===== config.mk =====
export PLATFORM = sky130hd
export DESIGN_NAME = sram_port_arbiter
export DESIGN_NICKNAME = d
export VERILOG_FILES = /design/src/rtl/sram_port_arbiter.sv
export SDC_FILE = /design/constraint.sdc
export NUM_CORES = 1
export LEC_CHECK = 0
export ABC_AREA = 1
export CAP_MARGIN = 20
export CORE_MARGIN = 2
export CORE_UTILIZATION = 40
export CTS_CLUSTER_DIAMETER = 80
export DETAILED_ROUTE_END_ITERATION = 8
export PLACE_DENSITY = 0.77
export SYNTH_ARGS = -nofsm -noshare
export SYNTH_HDL_FRONTEND = slang
export SYNTH_SLANG_ARGS = --single-unit

===== constraint.sdc =====
create_clock -name clk -period 1.3 [get_ports clk]
set_input_delay 0.26 -clock clk [delete_from_list [all_inputs] [get_ports clk]]
set_output_delay 0.26 -clock clk [all_outputs]
set_load 0.1 [all_outputs]

===== src/rtl/sram_port_arbiter.sv =====
`default_nettype none
// ============================================================================
// Module   : sram_port_arbiter
// Merges the core's fetch and data ports onto one addr_ok/data_ok memory port.
// Revision : 1.0 - initial release
// ============================================================================
module sram_port_arbiter #(
    parameter int ADDR_W = 32,
    parameter int DATA_W = 32
) (
    input  logic                  clk,
    input  logic                  resetn,
    input  logic                  inst_req,
    input  logic [ADDR_W-1:0]     inst_addr,
    output logic [DATA_W-1:0]     inst_rdata,
    output logic                  inst_valid,
    input  logic                  data_req,
    input  logic [DATA_W/8-1:0]   data_wen,
    input  logic [ADDR_W-1:0]     data_addr,
    input  logic [DATA_W-1:0]     data_wdata,
    output logic [DATA_W-1:0]     data_rdata,
    output logic                  data_valid,
    output logic                  cpu_stall,
    output logic                  mem_req,
    output logic                  mem_wr,
    output logic [DATA_W/8-1:0]   mem_wstrb,
    output logic [ADDR_W-1:0]     mem_addr,
    output logic [DATA_W-1:0]     mem_wdata,
    input  logic                  mem_addr_ok,
    input  logic                  mem_data_ok,
    input  logic [DATA_W-1:0]     mem_rdata
);

    typedef enum logic [1:0] {
        ST_IDLE = 2'd0,
        ST_ADDR = 2'd1,
        ST_WAIT = 2'd2
    } state_t;

    state_t                r_state;
    state_t                w_state_nxt;
    logic                  r_sel_data;
    logic                  w_sel_nxt;

    logic                  r_inst_pend;
    logic [ADDR_W-1:0]     r_inst_addr;
    logic                  r_data_pend;
    logic [ADDR_W-1:0]     r_data_addr;
    logic [DATA_W/8-1:0]   r_data_wen;
    logic [DATA_W-1:0]     r_data_wdata;

    logic [DATA_W-1:0]     r_inst_rdata;
    logic [DATA_W-1:0]     r_data_rdata;
    logic                  r_inst_valid;
    logic                  r_data_valid;

    logic                  w_stall;
    logic                  w_inst_cap;
    logic                  w_data_cap;
    logic                  w_done;
    logic                  w_other_pend;
    logic                  w_in_addr;

    assign w_stall      = (r_state != ST_IDLE) || r_inst_pend || r_data_pend;
    assign w_inst_cap   = inst_req && !w_stall;
    assign w_data_cap   = data_req && !w_stall;
    assign w_done       = (r_state == ST_WAIT) && mem_data_ok;
    assign w_other_pend = r_sel_data ? r_inst_pend : r_data_pend;
    assign w_in_addr    = (r_state == ST_ADDR);

    always_ff @(posedge clk or negedge resetn) begin
        if (!resetn) begin
            r_state    <= ST_IDLE;
            r_sel_data <= 1'b0;
        end else begin
            r_state    <= w_state_nxt;
            r_sel_data <= w_sel_nxt;
        end
    end

    // Source selection is latched on entry to ADDR and held through WAIT.
    always_comb begin
        w_state_nxt = r_state;
        w_sel_nxt   = r_sel_data;
        case (r_state)
            ST_IDLE: begin
                if (w_inst_cap || w_data_cap) begin
                    w_state_nxt = ST_ADDR;
                    w_sel_nxt   = w_data_cap;
                end
            end
            ST_ADDR: begin
                if (mem_addr_ok) begin
                    w_state_nxt = ST_WAIT;
                end
            end
            ST_WAIT: begin
                if (mem_data_ok) begin
                    if (w_other_pend) begin
                        w_state_nxt = ST_ADDR;
                        w_sel_nxt   = !r_sel_data;
                    end else begin
                        w_state_nxt = ST_IDLE;
                    end
                end
            end
            default: begin
                w_state_nxt = ST_IDLE;
            end
        endcase
    end

    always_ff @(posedge clk or negedge resetn) begin
        if (!resetn) begin
            r_inst_pend  <= 1'b0;
            r_inst_addr  <= '0;
            r_data_pend  <= 1'b0;
            r_data_addr  <= '0;
            r_data_wen   <= '0;
            r_data_wdata <= '0;
        end else begin
            if (w_inst_cap) begin
                r_inst_pend <= 1'b1;
                r_inst_addr <= inst_addr;
            end else if (w_done && !r_sel_data) begin
                r_inst_pend <= 1'b0;
            end
            if (w_data_cap) begin
                r_data_pend  <= 1'b1;
                r_data_addr  <= data_addr;
                r_data_wen   <= data_wen;
                r_data_wdata <= data_wdata;
            end else if (w_done && r_sel_data) begin
                r_data_pend <= 1'b0;
            end
        end
    end

    // Stores complete with a valid pulse but leave the load result untouched.
    always_ff @(posedge clk or negedge resetn) begin
        if (!resetn) begin
            r_inst_valid <= 1'b0;
            r_data_valid <= 1'b0;
            r_inst_rdata <= '0;
            r_data_rdata <= '0;
        end else begin
            r_inst_valid <= w_done && !r_sel_data;
            r_data_valid <= w_done && r_sel_data;
            if (w_done && !r_sel_data) begin
                r_inst_rdata <= mem_rdata;
            end
            if (w_done && r_sel_data && (r_data_wen == '0)) begin
                r_data_rdata <= mem_rdata;
            end
        end
    end

    assign mem_req    = w_in_addr;
    assign mem_addr   = !w_in_addr ? '0 : (r_sel_data ? r_data_addr : r_inst_addr);
    assign mem_wr     = w_in_addr && r_sel_data && (r_data_wen != '0);
    assign mem_wstrb  = (w_in_addr && r_sel_data) ? r_data_wen : '0;
    assign mem_wdata  = (w_in_addr && r_sel_data) ? r_data_wdata : '0;

    assign cpu_stall  = w_stall;
    assign inst_valid = r_inst_valid;
    assign data_valid = r_data_valid;
    assign inst_rdata = r_inst_rdata;
    assign data_rdata = r_data_rdata;

endmodule
`default_nettype wire


==> flow_summary.ini, run 1 <==
[status]
status = finished with violations
violations = setup timing

[setup_path]
critical_path.max_stage_delay_ns = 0.39
required_ns = 1.04
cp_slowest_cell = dfrtp_1
cp_data_arrival_time_ns = 1.82
rrSetupSlack_ns = -0.72
r2r-start = r_state[0]
crit_start = r_state[0]
startpoint_type = flip-flop
cp_cell_sequence = inv_2 > nor2_4 > buf_6 > inv_12 > buf_16 > a21oi_4 > buf_12
crit_type = reg -> out
r2r_end = r_data_wdata[15]
cp-end-kind = output port
reg2reg_depth = 13
cp_max_fo = 7

[logic_synthesis]
ys_warn_count = 0
yosysUniqueCellTypes = 24
synth_flop_cell = dfrtp_1
synth.avg_cell_area_sq_um = 8.53
synth_edf_count = 0
synth_top_area_cell = dfrtp_1
yosysSeqAreaShare_pct = 58.8
ys_ff_latch = 171
yosysMostFrequentCell = nand2_1
async_reset_ff_share_pct = 100
syn_inst = 854
yosysTopAreaCellShare_pct = 58.8
synth_area_sq_mm = 0.00728
synthTopCellsByArea = dfrtp_1 (59%), nand2_1 (16%), o21ai_0 (6.8%)
syn_nets = 992
synthTopCellsByCount = nand2_1 (309), dfrtp_1 (171), inv_1 (104), o21ai_0 (99), nor2_1 (38)

[power]
vdd_drop_max_v = 0.00209
power.density_mw_per_mm2 = 2500
p_sw_share_pct = 49.6
p_seq_share_pct = 24.1
p_int_mw = 19.1
cellLeakagePower_nw = 6.90
combPwrFrac_pct = 62.5
clockPowerShare_pct = 13.4
switchingPower_mw = 18.8

[timing]
max_slew_margin_pct = 75.9
worst_pin_slew_ns = 0.360
fmax_mhz = 482
tns_ns = -130.25
final_max_slew_viol_count = 0
finalHoldViolCount = 0
layout_setup_ws_ns = -0.777
setup_viol = 269
min_period_over_period_pct = 160
clock_skew_ns = 0.0274
rsz0062_at_grt = yes
fin_crit_ns = 2.08

[global_routing]
grt_start_max_net_pins = 51
antenna_found_initial = 0
grt_usage_pct = 28.8
grt_pass1_vias = 7903
grt_overflow = 0
grt_pass1_wl_um = 43100

[route]
routedWlPerCell_um = 21.0
met3_length_um = 1660
drt_iter0_drc = 540
routed_wl_um = 30900
antenna_left = 0
vias = 7646
drt_pass1_iterations = 5
dr_wl_met2_um = 16100
drc_errors = 0
top_layer_used = met4
viasPerCell = 5.20
m1WireLength_um = 11200

[die]
dieArea_sq_mm = 0.0193
die_w_um = 139
die_y_um = 139
initial_utilization_pct = 40.7
num_rows = 49
core-area_sq_mm = 0.0179
pin_count = 275

[placed_design]
dpl_cell_area_sq_mm = 0.0127
port_buffers = 274
gp_congestion = 0.846
detailedPlacementHpwl_um = 16300

[clocking]
clkSlewWorstSetupHoldPaths_ns = 0.07
clk_latency_ns = 0.44
clock_sinks = 171
numCtsBuffers = 17
h-tree-depth = 4
clockRootBuffer = clkbuf_16
cts_tree = done
cts_buffer_depth = 2

[worst_hold_path]
hold_class = in -> async

[layout]
fillCellCount = 812
final_area_sq_mm = 0.0152
insertedDiodeCount = 0
syn2layout_area_growth_pct = 108
num-nets-final = 1367
layout-drive-gt1-share_pct = 38.7

[flow_run]
maxCapViolations = 0
sequential cells by signal, summed over array words and instances, names as in the netlist:
name	cells
r_data_wen	4
inst_valid	1
r_inst_addr	32
inst_rdata	32
data_valid	1
data_rdata	32
r_data_wdata	32
r_sel_data	1
r_data_pend	1
r_state	2
r_data_addr	32
r_inst_pend	1
metal layers:
layer,vias to the layer above,GRT usage (%)
met4,0,15.8
met5,-,0
met3,124,5.39
met1,3714,34.0
met2,414,49.9
li1,3394,-
through the flow:
stage | setup slack, ns | std cells | power [mW] | hold WS [ns] | utilization (%)
detailed placement | -0.247 | 1358 | 29.6 | 0.121 | 71.0
global route | -0.804 | 1471 | 39.2 | 0.253 | 84.8
finish | -0.777 | 1471 | 38.0 | 0.227 | 84.8
CTS | -0.675 | 1446 | 36.4 | 0.235 | 81.2
floorplan | -0.997 | 854 | 21.9 | -0.0356 | -
global placement | -0.217 | 1358 | 29.2 | 0.119 | 71.0
power by group through the flow:
stage	Sequential (mW)	Combinational, mW	Clock (mW)
final	9.15	23.7	5.08
after global routing	9.33	24.5	5.36
after CTS	8.87	22.5	5.05
after detailed placement	8.89	20.7	0
after global placement	8.80	20.4	0
after floorplan	12.2	9.72	0
repair_timing:
item / 4_1_cts / 5_1_grt
gates resized for setup: 80 / 148
setup endpoints to repair: 247 / 302
setup buffers: 31 / 21
cloned: 26 / 11
hold endpoints to repair: 149 / 0
pin swaps: 6 / 8
hold buffers: 1 / 0
logic make-up (layout without fill, tap and decap cells):
kind of cell | Yosys count | in the layout | synth area share, %
buf+inv | 154 | 541 | 9.47
flops | 171 | 171 | 58.8
compound gates | 167 | 167 | 12.5
simple gates | 362 | 363 | 19.3
final cells by class:
class                           count  area, sq um  share of cell area (%)
Clock buffer                       18          439                    2.89
Clock inverter                     14          135                   0.891
Inverter                          107          422                    2.78
Multi-Input combinational cell    530         3300                    21.8
Sequential cell                   171         4280                    28.2
Tap cell                          229          287                    1.89
Timing Repair Buffer              402         6310                    41.6
how the worst max path moves through the flow:
| stage | slack (ns) | depth (start not counted) | to |
|---|---|---|---|
| 2_1_floorplan | -1.0 | 5 | mem_wdata[0] |
| 3_3_place_gp | -0.22 | 6 | mem_addr[25] |
| 3_5_place_dp | -0.25 | 6 | inst_rdata[22] |
| 4_1_cts | -0.67 | 7 | mem_wdata[10] |
| 5_1_grt | -0.80 | 7 | mem_addr[25] |
| 6_report | -0.78 | 7 | mem_addr[25] |
worst max-delay path, delay by kind of cell, from the launching register on:
| family | cells | cell delay, ns |
|---|---|---|
| AOI/OAI and AO/OA | 1 | 0.19 |
| buffers and inverters | 5 | 0.65 |
| DFF | 1 | 0.39 |
| and+or+nand+nor | 1 | 0.13 |
placed cells by master (no fill, tap or decap):
cell type,Yosys,layout
nand2_1,309,255
buf_12,0,173
dfrtp_1,171,170
clkdlybuf4s50_1,0,136
inv_1,104,101
o21ai_1,16,65
nand2_2,3,51
nor2_4,1,42
o21ai_2,19,38
a21oi_4,0,32
o21ai_0,99,30
buf_4,7,29
clkbuf_16,0,28
buf_6,7,24
buf_16,0,23
inv_6,0,6
nand2_4,1,5
buf_8,0,5
nand3_4,0,4
inv_2,2,3
clkinvlp_4,0,3
nand2_8,0,2
nand4_1,2,2
clkinv_2,0,2
clkinv_4,0,2
inv_4,1,1
inv_12,0,1
nor3_4,0,1
a21oi_1,33,1
nand3_2,1,1
o21ai_4,0,1
clkbuf_8,1,1
inv_8,0,1
bufinv_16,0,1
dlygate4sd3_1,0,1
dfrtp_2,0,1
(Power assumes the default switching activity.)
==> inputs of run 2 (changes only) <==
- GPL_ROUTABILITY_DRIVEN: unset -> 0
- SLEW_MARGIN: unset -> 10
==> results of run 2 <==
The final DEF is identical to that of run 1; final timing and power are the same.
==> inputs of run 3 (changes only) <==
- ABC_CLOCK_PERIOD_IN_PS: unset -> 1300
==> results of run 3 <==
The final DEF is identical to that of run 1; final timing and power are the same.
==> edit 1 (config.mk and constraints of run 1) <==
Set the parameter `ADDR_W` to 40 (it was 32).
--- a/src/rtl/sram_port_arbiter.sv
+++ b/src/rtl/sram_port_arbiter.sv
@@ -7,3 +7,3 @@
 module sram_port_arbiter #(
-    parameter int ADDR_W = 32,
+    parameter int ADDR_W = 40,
     parameter int DATA_W = 32
Interface: changed (resized data_addr, inst_addr and mem_addr); port bits go from 275 to 299. The function was not compared with the original's and may differ.
==> edit 1 against run 1 <==
The run still ends with setup timing left. Worst hold slack better by 0.058 ns. Setup slack better by 0.029 ns. Total power increased by 15%. Area after synthesis up 7.4%. Clock power grew 9.1%. Critical endpoint is now mem_addr[18]. Register-to-register slack improved by 0.09 ns. Clock skew is 0.014 ns lower. Wire length rose by 29%. First-iteration DRC count increased by 18%. Final area is 13% higher. Largest power group unchanged. Sequential cell count up 16. Sequential share of layout area decreased by 1.0 points.
==> edit 1: results (changes against run 1) <==
<table>
<tr><th>Metric</th><th>Value</th></tr>
<tr><th colspan="2">Status</th></tr>
<tr><td>Status</td><td>finished, violations left (unchanged)</td></tr>
<tr><td>Violations in the final reports</td><td>setup timing (unchanged)</td></tr>
<tr><th colspan="2">Setup path</th></tr>
<tr><td>Critical path endpoint</td><td>mem_addr[18] (was mem_addr[25])</td></tr>
<tr><td>Crit path largest cell delay</td><td>0.44 ns (was 0.39 ns)</td></tr>
<tr><th colspan="2">Finish</th></tr>
<tr><td>Multi-input logic portion of the cell area</td><td>0.2703 (was 0.2178)</td></tr>
<tr><td>Post-Route Utilization</td><td>0.8900 (was 0.8476)</td></tr>
<tr><td>Final cell count without fillers</td><td>1627 (was 1471)</td></tr>
<tr><td>Inverters excl. clock</td><td>76 (was 107)</td></tr>
<tr><td>Number of antenna cells inserted</td><td>1 (was 0)</td></tr>
<tr><td>Fraction of area in clock buffers and inverters</td><td>0.03461 (was 0.03785)</td></tr>
<tr><td>Fillers</td><td>752 (was 812)</td></tr>
<tr><th colspan="2">Synth</th></tr>
<tr><td>Average size of a mapped cell</td><td>8.239 um2 (was 8.525 um2)</td></tr>
<tr><td>Top area cells in the synthesized netlist</td><td>dfrtp_1 (60%), nand2_1 (21%), o21ai_1 (4.8%) (was dfrtp_1 (59%), nand2_1 (16%), o21ai_0 (6.8%))</td></tr>
<tr><td>Unique cell type count in the Yosys netlist</td><td>18 (was 24)</td></tr>
<tr><th colspan="2">GRT</th></tr>
<tr><td>M2 GR Usage</td><td>0.5434 (was 0.4986)</td></tr>
<tr><td>Global-route wire length before repair</td><td>48380 um (was 43080 um)</td></tr>
<tr><td>Tot GR Track Use</td><td>0.3084 (was 0.2884)</td></tr>
<tr><td>Global-route track usage on met1</td><td>0.3629 (was 0.3404)</td></tr>
<tr><th colspan="2">Place</th></tr>
<tr><td>Setup slack after placement</td><td>-0.2616 ns (was -0.2472 ns)</td></tr>
<tr><td>Weighted congestion reported at the end of routability-driven placement</td><td>0.8743 (was 0.8455)</td></tr>
<tr><td>Detailed placement HPWL</td><td>19350 um (was 16350 um)</td></tr>
<tr><td>Total instance count after detailed placement</td><td>1524 (was 1358)</td></tr>
<tr><td>Count of input and output buffers</td><td>298 (was 274)</td></tr>
<tr><th colspan="2">STA</th></tr>
<tr><td>Setup-failing EPs final</td><td>326 (was 269)</td></tr>
<tr><td>Hold slack final</td><td>0.2845 ns (was 0.2269 ns)</td></tr>
<tr><td>Minimum setup slack in the final design</td><td>-0.7473 ns (was -0.7767 ns)</td></tr>
<tr><td>Setup TNS</td><td>-149.53 ns (was -130.25 ns)</td></tr>
<tr><th colspan="2">Drt</th></tr>
<tr><td>Number of detailed-route iterations in the first pass</td><td>6 (was 5)</td></tr>
<tr><td>Wire length on met3</td><td>2837 um (was 1656 um)</td></tr>
</table>
[edit 1: cell types whose count changed in the layout (fill, tap and decap cells not counted), moves of 17 or more]
cell     delta
inv_1      -31
nand2_2    +45
o21ai_0    -29
nand2_4    +74
o21ai_2    +42
o21ai_1    -49
dfrtp_1    +17
[edit 1: cell families (layout without fill, tap and decap cells)]
kind of cell / Yosys count / count (layout) / share of synthesized area
DFF: 187 / 187 / 0.5985
AOI/OAI and AO/OA: 143 / 143 / 0.09154
and+or+nand+nor: 490 / 492 / 0.2412
other: 0 / 1 / 0
buffers and inverters: 129 / 539 / 0.06881
[edit 1: power by group through the flow]
stage,clock network [uW],registers [uW],logic [uW]
after detailed placement,0,9820,23500
after CTS,5430,9790,24500
after global placement,0,9710,23100
after floorplan,0,13000,11300
after global routing,5830,10600,28600
final,5540,10500,27700
[edit 1: repair_timing]
action,in CTS,in global routing
endpoints found under the setup margin,305,328
hold buffers,1,0
setup buffers,29,24
pin swaps,7,56
hold endpoints to repair,23,0
resized for setup,89,409
gates cloned,18,23
==> edit 2 (settings of run 1) <==
Made on the original files. Re-encode `state_t` (3 states) as one-hot, 3 bits wide.
--- a/src/rtl/sram_port_arbiter.sv
+++ b/src/rtl/sram_port_arbiter.sv
@@ -33,6 +33,6 @@
 
-    typedef enum logic [1:0] {
-        ST_IDLE = 2'd0,
-        ST_ADDR = 2'd1,
-        ST_WAIT = 2'd2
+    typedef enum logic [2:0] {
+        ST_IDLE = 3'b001,
+        ST_ADDR = 3'b010,
+        ST_WAIT = 3'b100
     } state_t;
Function: no difference found for any inputs over 10 cycles, from zero or initial values and one cycle with resetn low; not proved beyond that.
==> edit 2 against run 1 <==
Wire length rose by 20%. Die area shrank 0.30%. The flow still finishes with violations (setup timing). Via count is 7.7% higher. Cell count up 0.75%. Total power down 18%. Final area is 6.6% higher. Largest power group unchanged. Register-to-register slack improved by 0.18 ns. Area after synthesis fell by 0.31%. Setup slack better by 0.016 ns. Worst hold slack better by 0.066 ns. Sequential cell count grew 1. Critical endpoint is now mem_wstrb[3].
==> edit 2: results (changes against run 1) <==
<table>
<tr><th>Metric</th><th>Value</th></tr>
<tr><th colspan="2">Drt</th></tr>
<tr><td>Met2 wire len</td><td>19390 um (was 16120 um)</td></tr>
<tr><td>Number of detailed-route iterations in the first pass</td><td>7 (was 5)</td></tr>
<tr><td>Routed metal-1 wire length</td><td>12310 um (was 11240 um)</td></tr>
<tr><td>Iter 0 DRT Violations</td><td>519 (was 540)</td></tr>
<tr><th colspan="2">Finish</th></tr>
<tr><td>Seq cells</td><td>172 (was 171)</td></tr>
<tr><td>Number of nets in the layout</td><td>1378 (was 1367)</td></tr>
<tr><td>Fillers</td><td>635 (was 812)</td></tr>
<tr><td>Inverters excl. clock</td><td>81 (was 107)</td></tr>
<tr><td>Non-clock buffer area fraction after layout</td><td>0.3923 (was 0.4156)</td></tr>
<tr><td>Area used by multi-input combinational logic</td><td>4352 um2 (was 3304 um2)</td></tr>
<tr><th colspan="2">Place</th></tr>
<tr><td>Setup slack after placement</td><td>-0.3585 ns (was -0.2472 ns)</td></tr>
<tr><td>Detailed placement HPWL</td><td>16760 um (was 16350 um)</td></tr>
<tr><th colspan="2">Power</th></tr>
<tr><td>Clock share of power</td><td>0.159 (was 0.134)</td></tr>
<tr><td>Cell-internal power</td><td>16260 uW (was 19140 uW)</td></tr>
<tr><td>Register share of total power</td><td>0.297 (was 0.241)</td></tr>
<tr><td>Leakage power total</td><td>0.007285 uW (was 0.006899 uW)</td></tr>
<tr><th colspan="2">Synth</th></tr>
<tr><td>Net count of the mapped netlist</td><td>1000 (was 992)</td></tr>
<tr><td>Top area cells in the synthesized netlist</td><td>dfrtp_1 (59%), nand2_1 (19%), o21ai_1 (5.8%) (was dfrtp_1 (59%), nand2_1 (16%), o21ai_0 (6.8%))</td></tr>
<tr><td>Top cells by count, synth</td><td>nand2_1 (370), dfrtp_1 (171), o21ai_1 (84) (was nand2_1 (309), dfrtp_1 (171), inv_1 (104))</td></tr>
<tr><th colspan="2">Setup path</th></tr>
<tr><td>Arrival time of the worst setup path</td><td>1.80 ns (was 1.82 ns)</td></tr>
<tr><th colspan="2">STA</th></tr>
<tr><td>Setup-failing EPs final</td><td>290 (was 269)</td></tr>
<tr><td>Minimum setup slack in the final design</td><td>-0.7603 ns (was -0.7767 ns)</td></tr>
<tr><th colspan="2">Clocking</th></tr>
<tr><td>CTS-repair resized insts</td><td>187 (was 80)</td></tr>
<tr><th colspan="2">GRT</th></tr>
<tr><td>Global-route wire length before repair</td><td>47530 um (was 43080 um)</td></tr>
<tr><td>Global-route track usage on met1</td><td>0.3558 (was 0.3404)</td></tr>
<tr><td>M2 GR Usage</td><td>0.5516 (was 0.4986)</td></tr>
<tr><td>Tot GR Track Use</td><td>0.3196 (was 0.2884)</td></tr>
<tr><th colspan="2">Status</th></tr>
<tr><td>Violations in the final reports</td><td>setup timing (unchanged)</td></tr>
<tr><td>Status</td><td>finished, violations left (unchanged)</td></tr>
</table>
==> edit 2: per-stage QoR <==
stage | setup TNS [ns] | area (um2) | hold WS (ns) | instances
finish | -125.54 | 16180 | 0.2927 | 1482
global route | -138.43 | 16180 | 0.3032 | 1482
CTS | -120.21 | 15120 | 0.2825 | 1472
detailed placement | -62.78 | 12680 | 0.1791 | 1372
global placement | -58.20 | 12680 | 0.1767 | 1372
floorplan | -55.15 | 8046 | -0.03559 | 862
==> edit 2: worst paths after layout <==
check,to,slack (ns),cells past startpoint
worst max register to register,r_data_wdata[7],-0.54,11
worst max-delay path,mem_wstrb[3],-0.76,5
max in group asynchronous,inst_rdata[10],0.48,3
worst min-delay path,inst_rdata[26],0.29,2
worst min register to register,r_data_addr[1],0.50,2
min in group clk,r_inst_addr[31],0.37,3
==> edit 2: logic make-up after synthesis <==
kind of cell / Yosys count / synth area share
compound gates: 137 / 0.09447
buf+inv: 125 / 0.07826
flops: 172 / 0.5932
simple gates: 428 / 0.2341
